**config.mk**
```make
export PLATFORM = sky130hd
export DESIGN_NAME = tron_player
export DESIGN_NICKNAME = d
export VERILOG_FILES = /design/src/rtl/tron_player.sv
export SDC_FILE = /design/constraint.sdc
export NUM_CORES = 1
export LEC_CHECK = 0
export BUFFER_PORTS_ARGS = -buffer_cell sky130_fd_sc_hd__buf_2
export CORE_ASPECT_RATIO = 0.5
export CORE_MARGIN = 2
export CORE_UTILIZATION = 60
export CTS_CLUSTER_DIAMETER = 200
export DETAILED_ROUTE_END_ITERATION = 12
export PLACE_DENSITY = 0.85
export SLEW_MARGIN = 20
export SYNTH_ARGS = -nofsm -noshare
export SYNTH_HDL_FRONTEND = slang
export SYNTH_SLANG_ARGS = --single-unit
```
**constraint.sdc**
```tcl
create_clock -name clock -period 5.6 [get_ports clock]
set_clock_uncertainty 0.15 [all_clocks]
set_input_delay 0.56 -clock clock [delete_from_list [all_inputs] [get_ports clock]]
set_output_delay 0.56 -clock clock [all_outputs]
set_load 0.1 [all_outputs]
```
**src/rtl/tron_player.sv**
```systemverilog
// Light-cycle player head: paces grid steps off frame_tick, probes the trail
// memory for the next cell, then either commits the move or crashes.
module tron_player #(
  parameter int unsigned START_X   = 10,
  parameter int unsigned START_Y   = 30,
  parameter logic [2:0]  START_DIR = 3'b011,
  parameter int unsigned MOVE_DIV  = 4,
  parameter int unsigned GRID_W    = 80,
  parameter int unsigned GRID_H    = 60
) (
  input  logic       clock,
  input  logic       reset,
  input  logic       frame_tick,
  input  logic [2:0] dir_req,
  input  logic       go,
  input  logic       trail_hit,
  output logic [6:0] pos_x,
  output logic [5:0] pos_y,
  output logic [2:0] dir,
  output logic [6:0] probe_x,
  output logic [5:0] probe_y,
  output logic       trail_we,
  output logic [6:0] trail_x,
  output logic [5:0] trail_y,
  output logic       alive,
  output logic       crashed
);

  typedef enum logic [2:0] {UP = 3'd0, DOWN = 3'd1, LEFT = 3'd2, RIGHT = 3'd3, STOP = 3'd4} player_dir_t;
  typedef enum logic [2:0] {IDLE, RUN, PROBE, CHECK, CRASH} state_t;

  localparam logic [6:0] SX = 7'(START_X);
  localparam logic [5:0] SY = 6'(START_Y);
  localparam logic [3:0] CNT_LAST = 4'(MOVE_DIV - 1);

  state_t     state_q, state_d;
  logic [6:0] pos_x_q, pos_x_d, trail_x_q, trail_x_d;
  logic [5:0] pos_y_q, pos_y_d, trail_y_q, trail_y_d;
  logic [2:0] dir_q, dir_d, pend_q, pend_d;
  logic [3:0] cnt_q, cnt_d;
  logic       we_q, we_d;
  logic [6:0] next_x;
  logic [5:0] next_y;
  logic       dir_ok, border;

  // Neighbour cell in the pending heading; pos stays inside the border so no wrap.
  always_comb begin
    next_x = pos_x_q;
    next_y = pos_y_q;
    case (pend_q)
      UP:      next_y = pos_y_q - 6'd1;
      DOWN:    next_y = pos_y_q + 6'd1;
      LEFT:    next_x = pos_x_q - 7'd1;
      RIGHT:   next_x = pos_x_q + 7'd1;
      default: ;
    endcase
  end

  // Only real headings that are not a direct reversal of the current heading.
  assign dir_ok = (dir_req <= RIGHT) && (dir_req != {dir_q[2:1], ~dir_q[0]});
  assign border = (next_x == 7'd0) || (next_x == 7'(GRID_W - 1)) ||
                  (next_y == 6'd0) || (next_y == 6'(GRID_H - 1));

  always_comb begin
    state_d   = state_q;
    pos_x_d   = pos_x_q;
    pos_y_d   = pos_y_q;
    dir_d     = dir_q;
    pend_d    = pend_q;
    cnt_d     = cnt_q;
    we_d      = 1'b0;
    trail_x_d = trail_x_q;
    trail_y_d = trail_y_q;
    case (state_q)
      IDLE: if (go) begin
        state_d   = RUN;
        we_d      = 1'b1;
        trail_x_d = SX;
        trail_y_d = SY;
        cnt_d     = '0;
      end
      RUN: begin
        if (dir_ok) pend_d = dir_req;
        if (frame_tick) begin
          if (cnt_q == CNT_LAST) begin
            cnt_d   = '0;
            state_d = PROBE;
          end else begin
            cnt_d = cnt_q + 4'd1;
          end
        end
      end
      PROBE: begin
        dir_d   = pend_q;
        state_d = CHECK;
      end
      CHECK: begin
        if (trail_hit || border) begin
          state_d = CRASH;
        end else begin
          pos_x_d   = next_x;
          pos_y_d   = next_y;
          we_d      = 1'b1;
          trail_x_d = next_x;
          trail_y_d = next_y;
          state_d   = RUN;
        end
      end
      CRASH: if (go) begin
        state_d = IDLE;
        pos_x_d = SX;
        pos_y_d = SY;
        dir_d   = START_DIR;
        pend_d  = START_DIR;
        cnt_d   = '0;
      end
      default: state_d = IDLE;
    endcase
  end

  always_ff @(posedge clock or posedge reset) begin
    if (reset) begin
      state_q   <= IDLE;
      pos_x_q   <= SX;
      pos_y_q   <= SY;
      dir_q     <= START_DIR;
      pend_q    <= START_DIR;
      cnt_q     <= '0;
      we_q      <= 1'b0;
      trail_x_q <= SX;
      trail_y_q <= SY;
    end else begin
      state_q   <= state_d;
      pos_x_q   <= pos_x_d;
      pos_y_q   <= pos_y_d;
      dir_q     <= dir_d;
      pend_q    <= pend_d;
      cnt_q     <= cnt_d;
      we_q      <= we_d;
      trail_x_q <= trail_x_d;
      trail_y_q <= trail_y_d;
    end
  end

  // Probe address is live from PROBE onward so trail_hit lands in CHECK; it
  // keeps pointing at the fatal cell while crashed.
  assign probe_x  = (state_q == PROBE || state_q == CHECK || state_q == CRASH) ? next_x : pos_x_q;
  assign probe_y  = (state_q == PROBE || state_q == CHECK || state_q == CRASH) ? next_y : pos_y_q;
  assign pos_x    = pos_x_q;
  assign pos_y    = pos_y_q;
  assign dir      = dir_q;
  assign trail_we = we_q;
  assign trail_x  = trail_x_q;
  assign trail_y  = trail_y_q;
  assign alive    = (state_q == RUN);
  assign crashed  = (state_q == CRASH);

endmodule

```
[Word level (Yosys, flattened, before mapping)]
Cells that the tools add are included.
Word-level totals
  flip-flop bits (word level): 40
  latch bits: 0
  bits in writable memories: 0
  bits in read-only memories: 0
  output and inout bits: 45
  word-level logic and storage cells: 86
  memories: 0
Operators by class
  add/sub/neg operators: 5
  multipliers: 0
  div/mod/pow operators: 0
  magnitude comparators: 1
  eq/ne operators: 18
  shift-type cells: 0
  multiplexer cells: 29
  bitwise operators: 1
  reductions and logical operators: 23
Operators by type and width (number)
  $pmux W7 S2: 3
  $pmux W6 S2: 3
  $mux W3: 7
  $mux W7: 3
  $mux W6: 3
  $pmux W3 S5: 1
  $eq A3 B2 Y1 const B: 4
  $mux W4: 3
  $pmux W3 S2: 2
  $reduce_and A3 Y1: 4
  $reduce_bool A2 Y1: 5
  $ne A2 B2 Y1 const B: 4
  $pmux W4 S2: 1
  $add A7 B1 Y7 const B: 1
  $eq A7 B7 Y1 const B: 1
  $logic_not A7 Y1: 1
  $sub A7 B1 Y7 const B: 1
  $add A6 B1 Y6 const B: 1
  $eq A3 B1 Y1 const B: 2
  $eq A6 B6 Y1 const B: 1
  $logic_not A3 Y1: 2
  $logic_not A6 Y1: 1
  $logic_or A1 B1 Y1: 6
  $ne A2 B1 Y1 const B: 3
  13 further kinds: 14

[Logic depth before layout (Yosys ltp)]
  depth after elaboration: 9
  gate-level depth with buffers: 14
  depth with buffers taken out: 13

[Worst setup path after synthesis]
OpenSTA, ideal clock, no wires.
  kind: flip-flop to output port
  start point: register pos_y_q[0], in the netlist pos_y[0]
  end point: output port probe_y[4]
  arrival: 4.239 ns
  path slack: 0.651 ns
  cell stages (with the launch flop): 8
  buffers on the path: 1
  cell sequence: dfrtp_1 buf_6 inv_1 fa_1 nand2b_1 a21oi_1 xnor2_1 o21ai_0
Between the ends
  cells in the longest elaborated chain, start to end: 3
  elaborated cells on any way between the ends: 4
  classes of those cells: 2 x add/sub; 2 x mux
RTL lines
  from (decl): line 38  | logic [5:0] pos_y_q, pos_y_d, trail_y_q, trail_y_d;
  from (signal assigned): line 135  | pos_y_q <= pos_y_d;
  $add A6 B1 Y6 or $sub A6 B1 Y6 (tied branches): line 52, 51
  $pmux W6 S2 (*): line 50  | case (pend_q)
  $mux W6 (*): line 148  | assign probe_y = (state_q == PROBE || state_q == CHECK || state_q == CRASH) ? next_y : pos_y_q;
  to (decl): line 21  | output logic [5:0] probe_y,
Mark *: on every way between the ends. The rest lies on a longest branch, timed or not.

[Final worst setup path]
  start point: register pend_q[1]
  end point: output port probe_x[5]
Between the ends
  cells in the longest elaborated chain, start to end: 3
  elaborated cells on any way between the ends: 4
  classes of those cells: 2 x eq/ne; 2 x mux
RTL lines
  from (decl): line 39  | logic [2:0] dir_q, dir_d, pend_q, pend_d;
  from (signal assigned): line 137  | pend_q <= pend_d;
  $eq A3 B2 Y1: line 50
  $pmux W7 S2 (*): line 50
  $mux W7 (*): line 147  | assign probe_x = (state_q == PROBE || state_q == CHECK || state_q == CRASH) ? next_x : pos_x_q;
  to (decl): line 20  | output logic [6:0] probe_x,
Marks and branches as above.

==> run summary <==
Outcome: finished clean
Top_reg_cell synth: dfrtp_1
Seq/Total Area, Yosys: 36.56%
Synth-to-layout area growth: 14.11%
Antenna viol nets, final: 0
Clk Latency, worst-skew pair: 300 ps
Critical Path RT: 4890 ps
Count of max-cap constraint violations: 0
Ant diodes: 0
Fin crit share: 80.24%
Adder-Cell Fraction of Synth Area: 5.914%
Final Hold Violating Endpoints: 0
Die X: 100.5 microns
# Post-CTS Setup Buffers: 0
Non-Filler Instances: 413
Dpl cells: 405
Area fraction in compound gates after synthesis: 24.28%
Slowest cell on the critical path: nor2b_1
GRT Resource Usage Total: 28.59%
H-tree depth: 2
Worst hold path type: input pin to async pin
Post-synth top cells: nand2_1 (31), nor2_1 (26), dfrtp_1 (24)
Slew headroom: 50.38%
IO Count: 53
Post-synth top area share: 21.51%
CTS Buffer Depth: 2
DR vias/cell: 6.378
HPWL Detailed: 5283 microns
Critical Path Sink Type: output port
Share of layout cells above drive strength 1: 26.69%
CP arrival: 3780 ps
First-pass GRT wire length: 11520 microns
Syn. warnings: 0
Fill cells: 358
Max-slew violation total from the final report: 0
Vias in the first global route: 2434
Post-layout min period: 4493 ps
Setup violators final: 0
CP Depth: 9
DIE HEIGHT: 52.24 microns
Seq. cell area: 1021 sq um
Post-synth EDFFs: 0
Fmax achieved: 222.6 MHz
Worst setup SP type: flop
Initial antenna violation count: 0
Nets: 375
Cell count after synthesis: 305
CTS root buf: clkbuf_8
Drt initial violations: 232
Vias: 2634
GP Congestion: 0.8977
RSZ-0062 raised after global routing: false
Setup CP Type: flop to output port
Rows: 17
Post-Route WL: 7205 microns
Final setup TNS: 0 ps
Largest family of logic cells by synthesized area: compound AO/OA/AOI/OAI gates
Simple-gate share of the synthesized area: 22.04%
Cts bufs inserted: 5
Proportion of synthesized area in mux cells: 3.763%
Syn nets: 325
Area leader, netlist: dfrtp_1
Worst-path clk slew: 80 ps
Grt total ovfl: 0
Area of the multi-input gates: 1652 sq um
Hold buffers post-CTS: 0
Critical Path Max Stage Delay: 630 ps
TritonCTS clock tree: yes
CP Max Fanout: 12
Worst Path Buf+Inv: 1
First-pass DRT Iterations: 4
Clock sink count: 40
Distinct cells, synth: 69
CP cell instances: nor2b_1, nand2_1, ha_1, a21oi_1, o21ai_0, a2111oi_0, nand3b_1, mux2_2, buf_2
Xor and xnor area share after synthesis: 3.136%
Synthesized area: 2793 sq um
Wire per inst: 17.45 microns
Most numerous cell in the Yosys netlist: nand2_1
Worst slew pin tran: 742.8 ps
Post-route DRC: 0
CP top delay family: simple AND/OR/NAND/NOR gates
Port Buffers: 52
Die Area: 5249 sq um
Register bit total from synthesis: 40
Async SR Flop Fraction: 100.0%
Initial Util: 62.82%
Core Box Area: 4446 sq um
Post-cts resize count: 0
FF-to-FF path depth: 11
Syn Area/Cell: 9.156 sq um
Largest net degree at the start of global routing: 41
Top post-synthesis cells by area: dfrtp_1 (22%), dfstp_2 (15%), ha_1 (4.5%)
## sequential cells by signal, summed over array words and instances (netlist names)
name      cells
trail_we      1
pos_x         7
state_q       3
cnt_q         4
trail_x       7
dir           3
trail_y       6
pos_y         6
pend_q        3
## layout by cell type (no fill, tap or decap), types with 4 or more instances in the layout
cell type | Yosys | routed
a21oi_1 | 18 | 18
a22o_1 | 5 | 5
a22oi_1 | 5 | 5
a2bb2oi_1 | 6 | 6
and3_1 | 4 | 4
buf_2 | 3 | 52
clkbuf_8 | 0 | 5
dfrtp_1 | 24 | 24
dfstp_2 | 16 | 16
ha_1 | 10 | 10
inv_1 | 15 | 15
mux2_2 | 4 | 4
mux2i_1 | 6 | 6
nand2_1 | 31 | 31
nand2b_1 | 5 | 5
nand3_1 | 8 | 8
nand4_1 | 4 | 4
nor2_1 | 26 | 26
nor2b_1 | 4 | 4
nor3_1 | 6 | 6
nor3b_1 | 4 | 4
o21ai_0 | 15 | 15
o2bb2ai_1 | 4 | 4
xnor2_1 | 7 | 7
## worst min-delay path, stage by stage
cell and delay [ps]:
buf_2 90, inv_1 40, buf_4 430
## stage by stage
step / hold WS, ps / area (sq um) / utilization, % / setup WS [ps]
floorplan: 326.1 / 2793 / - / 650.7
global placement: 330.2 / 3079 / 69.27 / 1528
detailed placement: 332.6 / 3079 / 69.27 / 1334
CTS: 245.3 / 3187 / 71.69 / 1153
global route: 275.5 / 3187 / 71.69 / 853.4
finish: 231.4 / 3187 / 71.69 / 1107
## per-layer routing
layer	part of all wire [%]	routed length [microns]	vias up	track usage, %
met5	0	0	-	0
met4	2.0	143	0	9.589
met3	8.2	593	20	7.200
met2	46	3296	126	46.31
met1	44	3172	1261	37.97
li1	-	-	1227	-
## layout make-up
class,instances,share of cell area (%)
clock buffers,6,2.277
clock inverters,2,1.099
inverters,16,1.885
multi-input cells,238,51.83
flip-flops and latches,40,32.04
well taps,57,2.238
repair buffers,54,8.638
## path summary, 6_finish.rpt
kind,from,to,slack (ps)
worst max-delay path,pend_q[1]$_DFFE_PP1P_,probe_x[5],1110
worst min-delay path,reset,state_q[0]$_DFFE_PP0P_,230
worst max register to register,pend_q[1]$_DFFE_PP1P_,pos_x[3]$_DFFE_PP1P_,1210
worst min register to register,trail_y[4]$_DFFE_PP1P_,trail_y[4]$_DFFE_PP1P_,350
max in group asynchronous,reset,trail_x[1]$_DFFE_PP1P_,4700
min in group clock,trail_y[4]$_DFFE_PP1P_,trail_y[4]$_DFFE_PP1P_,350
## logic make-up after synthesis
kind of cell,Yosys count
fa+ha+maj,12
mux,10
xor+xnor,10
flops,40
compound gates,90
simple gates,116
buf+inv,27
Power is not shown: default switching activity piles up to over one toggle a cycle in this logic, so the estimate is an artifact.
